==> src/rtl/ram_arbiter_pkg.sv <==
// ram_arb_pkg: shared types and constants for the ram_arbiter slice.
//   ram_op_e    - RAM operation encoding driven on mem_operation
//   arb_state_e - access sequencer states
//   REQ_A/REQ_B - requester ids, also used as grant/request vector indices
package ram_arb_pkg;

    typedef enum logic {
        READ  = 1'b0,
        WRITE = 1'b1
    } ram_op_e;

    typedef enum logic [1:0] {
        IDLE   = 2'd0,
        SETUP  = 2'd1,
        STROBE = 2'd2,
        DONE   = 2'd3
    } arb_state_e;

    localparam int REQ_A = 0;
    localparam int REQ_B = 1;

endpackage

==> src/rtl/ram_arbiter_if.sv <==
// ram_arbiter_if: bundles the two requester ports, the response port and the
// RAM control pins of ram_arbiter.
//   a_req_* / b_req_* - valid/ready request handshake, op, addr, wdata
//   rsp_*             - one-cycle response pulse with id, read data, error
//   mem_*             - RAM address/select/operation/wdata out, rdata in
// Modports: slave = arbiter side, master = client/RAM side.
interface ram_arbiter_if #(
    parameter int WORD_SIZE = 27,
    parameter int AW        = 6
);
    logic                 a_req_valid;
    logic                 a_req_ready;
    logic                 a_req_op;
    logic [AW-1:0]        a_req_addr;
    logic [WORD_SIZE-1:0] a_req_wdata;

    logic                 b_req_valid;
    logic                 b_req_ready;
    logic                 b_req_op;
    logic [AW-1:0]        b_req_addr;
    logic [WORD_SIZE-1:0] b_req_wdata;

    logic                 rsp_valid;
    logic                 rsp_id;
    logic [WORD_SIZE-1:0] rsp_rdata;
    logic                 rsp_err;

    logic [AW-1:0]        mem_address;
    logic                 mem_select;
    logic                 mem_operation;
    logic [WORD_SIZE-1:0] mem_wdata;
    logic [WORD_SIZE-1:0] mem_rdata;

    modport slave (
        input  a_req_valid, a_req_op, a_req_addr, a_req_wdata,
        input  b_req_valid, b_req_op, b_req_addr, b_req_wdata,
        output a_req_ready, b_req_ready,
        output rsp_valid, rsp_id, rsp_rdata, rsp_err,
        output mem_address, mem_select, mem_operation, mem_wdata,
        input  mem_rdata
    );

    modport master (
        output a_req_valid, a_req_op, a_req_addr, a_req_wdata,
        output b_req_valid, b_req_op, b_req_addr, b_req_wdata,
        input  a_req_ready, b_req_ready,
        input  rsp_valid, rsp_id, rsp_rdata, rsp_err,
        input  mem_address, mem_select, mem_operation, mem_wdata,
        output mem_rdata
    );
endinterface

==> src/rtl/ram_arbiter_rr_arbiter2.sv <==
// rr_arbiter2: two-way round-robin arbiter with an internal 1-bit priority
// pointer.
//   clk, rst_n - clock, asynchronous active-low reset (pointer -> A)
//   i_req[1:0] - requests, indexed by REQ_A/REQ_B
//   i_en       - grants only issued while high
//   o_grant    - one-hot (or zero) grant, combinational
// The pointer only arbitrates a tie; a lone request always wins. After any
// grant the pointer moves to the requester that was not granted.
module rr_arbiter2
    import ram_arb_pkg::*;
(
    input  logic       clk,
    input  logic       rst_n,
    input  logic [1:0] i_req,
    input  logic       i_en,
    output logic [1:0] o_grant
);
    logic r_prio;

    always_comb begin
        o_grant = 2'b00;
        if (i_en) begin
            if (i_req == 2'b11) begin
                o_grant[r_prio] = 1'b1;
            end else begin
                o_grant = i_req;
            end
        end
    end

    always_ff @(posedge clk or negedge rst_n) begin
        if (!rst_n) begin
            r_prio <= 1'(REQ_A);
        end else if (|o_grant) begin
            r_prio <= o_grant[REQ_A] ? 1'(REQ_B) : 1'(REQ_A);
        end
    end
endmodule

==> src/rtl/ram_arbiter.sv <==
// ram_arbiter: two-port front end for a single-port RAM. Arbitrates A/B
// round-robin and sequences IDLE -> SETUP -> STROBE -> DONE so the RAM sees
// address/operation/wdata settle for a full cycle before select rises.
//   clk, rst_n - clock, asynchronous active-low reset
//   bus        - ram_arbiter_if.slave (requests, response, RAM pins)
// Optional feature: RAM_ARB_BOUNDS_CHECK_EN. When defined, an address at or
// beyond WORD_AMOUNT skips STROBE and is answered with rsp_err; otherwise the
// address is forwarded unchecked and rsp_err is tied low.
module ram_arbiter
    import ram_arb_pkg::*;
#(
    parameter int WORD_SIZE   = 27,
    parameter int WORD_AMOUNT = 37
) (
    input  logic          clk,
    input  logic          rst_n,
    ram_arbiter_if.slave  bus
);
    localparam int AW = $clog2(WORD_AMOUNT);

    arb_state_e           r_state;
    logic                 r_id;
    logic [AW-1:0]        r_mem_address;
    logic                 r_mem_select;
    ram_op_e              r_mem_operation;
    logic [WORD_SIZE-1:0] r_mem_wdata;
    logic                 r_rsp_valid;
    logic                 r_rsp_id;
    logic [WORD_SIZE-1:0] r_rsp_rdata;
    logic                 r_rsp_err;

    logic [1:0]           w_req;
    logic [1:0]           w_grant;
    logic                 w_en;
    logic                 w_sel_b;

    assign w_req[REQ_A] = bus.a_req_valid;
    assign w_req[REQ_B] = bus.b_req_valid;
    // Gated by rst_n so ready stays low while reset is held.
    assign w_en    = (r_state == IDLE) && rst_n;
    assign w_sel_b = w_grant[REQ_B];

    rr_arbiter2 u_rr (
        .clk     (clk),
        .rst_n   (rst_n),
        .i_req   (w_req),
        .i_en    (w_en),
        .o_grant (w_grant)
    );

    always_ff @(posedge clk or negedge rst_n) begin
        if (!rst_n) begin
            r_state         <= IDLE;
            r_id            <= 1'b0;
            r_mem_address   <= '0;
            r_mem_select    <= 1'b0;
            r_mem_operation <= READ;
            r_mem_wdata     <= '0;
            r_rsp_valid     <= 1'b0;
            r_rsp_id        <= 1'b0;
            r_rsp_rdata     <= '0;
            r_rsp_err       <= 1'b0;
        end else begin
            r_rsp_valid <= 1'b0;
            case (r_state)
                IDLE: begin
                    // The mem_* registers are the request latches, so they
                    // are already driven to the RAM throughout SETUP.
                    if (|w_grant) begin
                        r_id            <= w_sel_b;
                        r_mem_address   <= w_sel_b ? bus.b_req_addr : bus.a_req_addr;
                        r_mem_operation <= ram_op_e'(w_sel_b ? bus.b_req_op : bus.a_req_op);
                        r_mem_wdata     <= w_sel_b ? bus.b_req_wdata : bus.a_req_wdata;
                        r_state         <= SETUP;
                    end
                end
                SETUP: begin
`ifdef RAM_ARB_BOUNDS_CHECK_EN
                    if (32'(r_mem_address) >= WORD_AMOUNT) begin
                        r_rsp_valid <= 1'b1;
                        r_rsp_id    <= r_id;
                        r_rsp_rdata <= '0;
                        r_rsp_err   <= 1'b1;
                        r_state     <= DONE;
                    end else begin
                        r_mem_select <= 1'b1;
                        r_state      <= STROBE;
                    end
`else
                    r_mem_select <= 1'b1;
                    r_state      <= STROBE;
`endif
                end
                STROBE: begin
                    r_mem_select <= 1'b0;
                    r_rsp_valid  <= 1'b1;
                    r_rsp_id     <= r_id;
                    r_rsp_rdata  <= (r_mem_operation == READ) ? bus.mem_rdata : '0;
                    r_rsp_err    <= 1'b0;
                    r_state      <= DONE;
                end
                DONE: begin
                    r_rsp_err <= 1'b0;
                    r_state   <= IDLE;
                end
                default: r_state <= IDLE;
            endcase
        end
    end

    assign bus.a_req_ready   = w_grant[REQ_A];
    assign bus.b_req_ready   = w_grant[REQ_B];
    assign bus.rsp_valid     = r_rsp_valid;
    assign bus.rsp_id        = r_rsp_id;
    assign bus.rsp_rdata     = r_rsp_rdata;
    assign bus.rsp_err       = r_rsp_err;
    assign bus.mem_address   = r_mem_address;
    assign bus.mem_select    = r_mem_select;
    assign bus.mem_operation = r_mem_operation;
    assign bus.mem_wdata     = r_mem_wdata;
endmodule

==> src/flat_wrapper.sv <==
// flat-port wrapper written by rule: the top's interface ports become plain ports
module ram_arbiter_flat import ram_arb_pkg::*;
#(
    parameter int WORD_SIZE   = 27,
    parameter int WORD_AMOUNT = 37
)
  (clk, rst_n, bus_a_req_valid, bus_a_req_op, bus_a_req_addr, bus_a_req_wdata, bus_b_req_valid, bus_b_req_op, bus_b_req_addr, bus_b_req_wdata, bus_a_req_ready, bus_b_req_ready, bus_rsp_valid, bus_rsp_id, bus_rsp_rdata, bus_rsp_err, bus_mem_address, bus_mem_select, bus_mem_operation, bus_mem_wdata, bus_mem_rdata);
  ram_arbiter_if #(.WORD_SIZE(WORD_SIZE), .AW((6))) bus_i ();
  input  logic clk;
  input  logic rst_n;
  input wire logic [$bits(bus_i.a_req_valid)-1:0] bus_a_req_valid;
  input wire logic [$bits(bus_i.a_req_op)-1:0] bus_a_req_op;
  input wire logic [$bits(bus_i.a_req_addr)-1:0] bus_a_req_addr;
  input wire logic [$bits(bus_i.a_req_wdata)-1:0] bus_a_req_wdata;
  input wire logic [$bits(bus_i.b_req_valid)-1:0] bus_b_req_valid;
  input wire logic [$bits(bus_i.b_req_op)-1:0] bus_b_req_op;
  input wire logic [$bits(bus_i.b_req_addr)-1:0] bus_b_req_addr;
  input wire logic [$bits(bus_i.b_req_wdata)-1:0] bus_b_req_wdata;
  output wire logic [$bits(bus_i.a_req_ready)-1:0] bus_a_req_ready;
  output wire logic [$bits(bus_i.b_req_ready)-1:0] bus_b_req_ready;
  output wire logic [$bits(bus_i.rsp_valid)-1:0] bus_rsp_valid;
  output wire logic [$bits(bus_i.rsp_id)-1:0] bus_rsp_id;
  output wire logic [$bits(bus_i.rsp_rdata)-1:0] bus_rsp_rdata;
  output wire logic [$bits(bus_i.rsp_err)-1:0] bus_rsp_err;
  output wire logic [$bits(bus_i.mem_address)-1:0] bus_mem_address;
  output wire logic [$bits(bus_i.mem_select)-1:0] bus_mem_select;
  output wire logic [$bits(bus_i.mem_operation)-1:0] bus_mem_operation;
  output wire logic [$bits(bus_i.mem_wdata)-1:0] bus_mem_wdata;
  input wire logic [$bits(bus_i.mem_rdata)-1:0] bus_mem_rdata;
  assign bus_i.a_req_valid = bus_a_req_valid;
  assign bus_i.a_req_op = bus_a_req_op;
  assign bus_i.a_req_addr = bus_a_req_addr;
  assign bus_i.a_req_wdata = bus_a_req_wdata;
  assign bus_i.b_req_valid = bus_b_req_valid;
  assign bus_i.b_req_op = bus_b_req_op;
  assign bus_i.b_req_addr = bus_b_req_addr;
  assign bus_i.b_req_wdata = bus_b_req_wdata;
  assign bus_a_req_ready = bus_i.a_req_ready;
  assign bus_b_req_ready = bus_i.b_req_ready;
  assign bus_rsp_valid = bus_i.rsp_valid;
  assign bus_rsp_id = bus_i.rsp_id;
  assign bus_rsp_rdata = bus_i.rsp_rdata;
  assign bus_rsp_err = bus_i.rsp_err;
  assign bus_mem_address = bus_i.mem_address;
  assign bus_mem_select = bus_i.mem_select;
  assign bus_mem_operation = bus_i.mem_operation;
  assign bus_mem_wdata = bus_i.mem_wdata;
  assign bus_i.mem_rdata = bus_mem_rdata;
  ram_arbiter #(.WORD_SIZE(WORD_SIZE), .WORD_AMOUNT(WORD_AMOUNT)) u_core (.clk(clk), .rst_n(rst_n), .bus(bus_i));
endmodule
==> config.mk <==
export PLATFORM = sky130hd
export DESIGN_NAME = ram_arbiter_flat
export DESIGN_NICKNAME = d
export VERILOG_FILES = /design/src/rtl/ram_arbiter_pkg.sv /design/src/rtl/ram_arbiter_if.sv /design/src/rtl/ram_arbiter_rr_arbiter2.sv /design/src/rtl/ram_arbiter.sv /design/src/flat_wrapper.sv
export SDC_FILE = /design/constraint.sdc
export NUM_CORES = 1
export LEC_CHECK = 0
export ABC_AREA = 1
export CORE_AREA = 3 3 108 89
export DETAILED_ROUTE_END_ITERATION = 7
export DIE_AREA = 0 0 111 92
export HOLD_SLACK_MARGIN = 0.06
export PLACE_DENSITY = 0.83
export SYNTH_ARGS = -nofsm -noshare
export SYNTH_HDL_FRONTEND = slang
export SYNTH_SLANG_ARGS = --single-unit
export TNS_END_PERCENT = 1
==> constraint.sdc <==
create_clock -name clk -period 2.25 [get_ports clk]
set_clock_uncertainty 0.1 [all_clocks]
set_input_delay 0.45 -clock clk [delete_from_list [all_inputs] [get_ports clk]]
set_output_delay 0.45 -clock clk [all_outputs]
set_load 0.01 [all_outputs]
==> results.tsv <==
metric	value	unit
HP Class	in2async	
ys async rst share	1.00	
HPWL Detailed	7110	µm
final wirelength	9650	µm
Port Buffer Count	164	
initial antenna violation count	0	
largest family of logic cells by synthesized area	simple AND/OR/NAND/NOR gates	
Setup crit end kind	primary output	
sequential area share after synthesis	0.500	
DR vias	3333	
final non-filler cell total	718	
Die H	92	µm
simple-gate share of the synthesized area	0.274	
CP Class	in2out	
post-place setup slack	-0.157	ns
Clock Latency Late Sink	0.34	ns
core footprint	8520	µm²
fin crit period	2.12	ns
Cells after DPL	702	
EDFF count, synth	0	
layout cells sized above 1	0.0578	
grt total ovfl	0	
Final Hold Fails	0	
Initial Util	0.400	
# nets final	703	
gr usage total	0.195	
status	completed	
vias in the first global route	3407	
I/O pin total	166	
setup ws final	0.128	ns
reg2reg path depth	8	
Distinct cells, synth	23	
WP data arrival	1.57	ns
reg2reg end	u_core.bus.mem_wdata[4]	
leakage	0.00272	µW
CTS tree	done	
slowest cell delay on critical path	0.49	ns
residual DRC count	0	
cell row count	30	
count leader, synth	nand2_1	
Synth top cells by count	107 x nand2_1, 101 x inv_1, 96 x nand3_1	
GPL Wtd Cong	0.821	
CTS root buf	clkbuf_8	
R2R Setup Slk	0.36	ns
vias per inst	4.64	
antenna cells	0	
Wirelength per Cell	13.4	µm
post-CTS setup buffers	0	
post-detailed-route count of antenna-violating nets	0	
power per cell area	1140	nW/µm²
mean post-synth cell area	7.69	µm²
Final Slew Violations	0	
RSZ-0062 raised after global routing	no	
top cell type's share of synthesized area	0.500	
CP Launch Type	primary input	
Post-Synth Adder-Cell Area	0.0110	
first-pass GRT wire length	16200	µm
final setup TNS	0	ns
Synth area leader	dfrtp_1	
Post-Syn Area	3410	µm²
Compound-Gate Fraction of Synth Area	0.0500	
crit-path cells	clkdlybuf4s50_1 > inv_1 > o21ai_1 > nor2_1 > dlygate4sd2_1	
syn nets	545	
H-tree depth	3	
clk buf depth	2	
Synth Area in XOR/XNOR	0	
Sink Count	68	
largest net degree at the start of global routing	69	
Cells after Synth	443	
CTS buffer count	9	
Starting DRT DRC Count	190	
Yosys warning total	0	
1st-pass router iterations	4	
Clk pin slew, worst setup/hold paths	0.08	ns
Max Cap Viol	0	
die width	111	µm
slew margin rel.	0.433	
Top FF cell, synth	dfrtp_1	
hold_buf cts	0	
VDD IR max	0.487	mV
post-synthesis mux area share	0.00331	
area delta synth->final	56.5	%
final core utilization	0.625	
Seq cells post-synth	68	
slowest CP cell	clkdlybuf4s50_1	
Tcrit/Tclk final	0.943	
die area	10200	µm²
Critical Path RT	1.70	ns
Worst Max-Slew Pin Slew	0.851	ns
Fmax	471	MHz
setup violators final	0	
R2R Path Start	u_core.r_state[0]	
largest cells by area after synthesis	dfrtp_1 50%, nand3_1 14%, nand2_1 12%, inv_1 11%, o21ai_0 4.3%	
Max Fanout on Critical Path	2	
## metrics by stage
stage / total power, µW / cell area (µm²) / hold slack, ns
finish: 6080 / 5330 / 0.222
CTS: 6170 / 5330 / 0.254
global placement: 4860 / 5100 / 0.349
global route: 6530 / 5330 / 0.293
detailed placement: 4970 / 5100 / 0.366
floorplan: 3430 / 3410 / 0.0544
## kinds of logic (layout without fill, tap and decap cells)
logic type | after synthesis | after routing
buf+inv | 128 | 291
mux | 1 | 1
simple gates | 209 | 209
other cells | 1 | 1
fa+ha+maj | 3 | 3
compound gates | 33 | 33
flops | 68 | 68
## how the worst max path moves through the flow
stage                 startpoint              end  slack, ns  cells after the start
6_report         bus_b_req_valid  bus_a_req_ready       0.13                      5
5_1_grt        u_core.r_state[0]  bus_a_req_ready       0.03                      5
4_1_cts        u_core.r_state[1]  bus_b_req_ready       0.01                      7
3_5_place_dp     bus_b_req_valid  bus_b_req_ready      -0.16                      6
3_3_place_gp     bus_b_req_valid  bus_b_req_ready      -0.09                      6
2_1_floorplan  u_core.r_state[0]  bus_b_req_ready       0.48                      7
## worst max-delay path: cells and delay by family
kind / cells / cell delay [ns]
buffers and inverters: 3 / 0.89
AOI/OAI and AO/OA: 1 / 0.18
and+or+nand+nor: 1 / 0.05
## layout make-up
cell class	count	area, µm²
clock buffers	11	151
multi-input cells	247	1160
fillers	743	3190
repair buffers	172	1710
flip-flops and latches	68	1700
inverters	103	387
well taps	112	140
clock inverters	5	82.6
## where the power goes
group	internal (µW)	switching, µW
sequential	1780	293
clock	689	472
combinational	1430	1420
total	3900	2190
## registers in the layout, indices dropped and copies added (netlist names)
name                      flops
u_core.bus.mem_address        6
u_core.bus.mem_operation      1
u_core.bus.mem_select         1
u_core.bus.mem_wdata         27
u_core.bus.rsp_id             1
u_core.bus.rsp_rdata         27
u_core.bus.rsp_valid          1
u_core.r_id                   1
u_core.r_state                2
u_core.u_rr.r_prio            1
## metal layers
| layer | vias to the layer above | global-route usage | wire, µm |
|---|---|---|---|
| li1 | 1661 | - | - |
| met1 | 1530 | 0.243 | 3970 |
| met2 | 121 | 0.323 | 4760 |
| met3 | 21 | 0.0515 | 664 |
| met4 | 0 | 0.0810 | 256 |
| met5 | - | 0 | 0 |
## cell usage in the layout (no fill, tap or decap)
master,instances
nor2_8,1
inv_2,1
clkbuf_8,11
clkinv_4,1
o21ai_1,2
o21ai_2,1
conb_1,1
buf_4,8
clkbuf_2,1
clkinv_2,1
inv_6,1
clkdlybuf4s50_1,161
buf_12,1
nor2_1,2
ha_2,2
nand2_4,1
o22ai_1,1
nand2_2,2
ha_1,1
clkinv_1,1
dfrtp_1,68
nand3_1,96
dlygate4sd2_1,1
mux2_2,1
a21oi_1,1
bufinv_16,2
o21ai_0,28
inv_1,101
nand2_1,107
## timing repair
| action | 4_1_cts | 5_1_grt |
|---|---|---|
| setup endpoints to repair | 2 | 2 |
| cloned | 0 | 0 |
| gates resized for setup | 4 | 2 |
(Power assumes the default switching activity.)
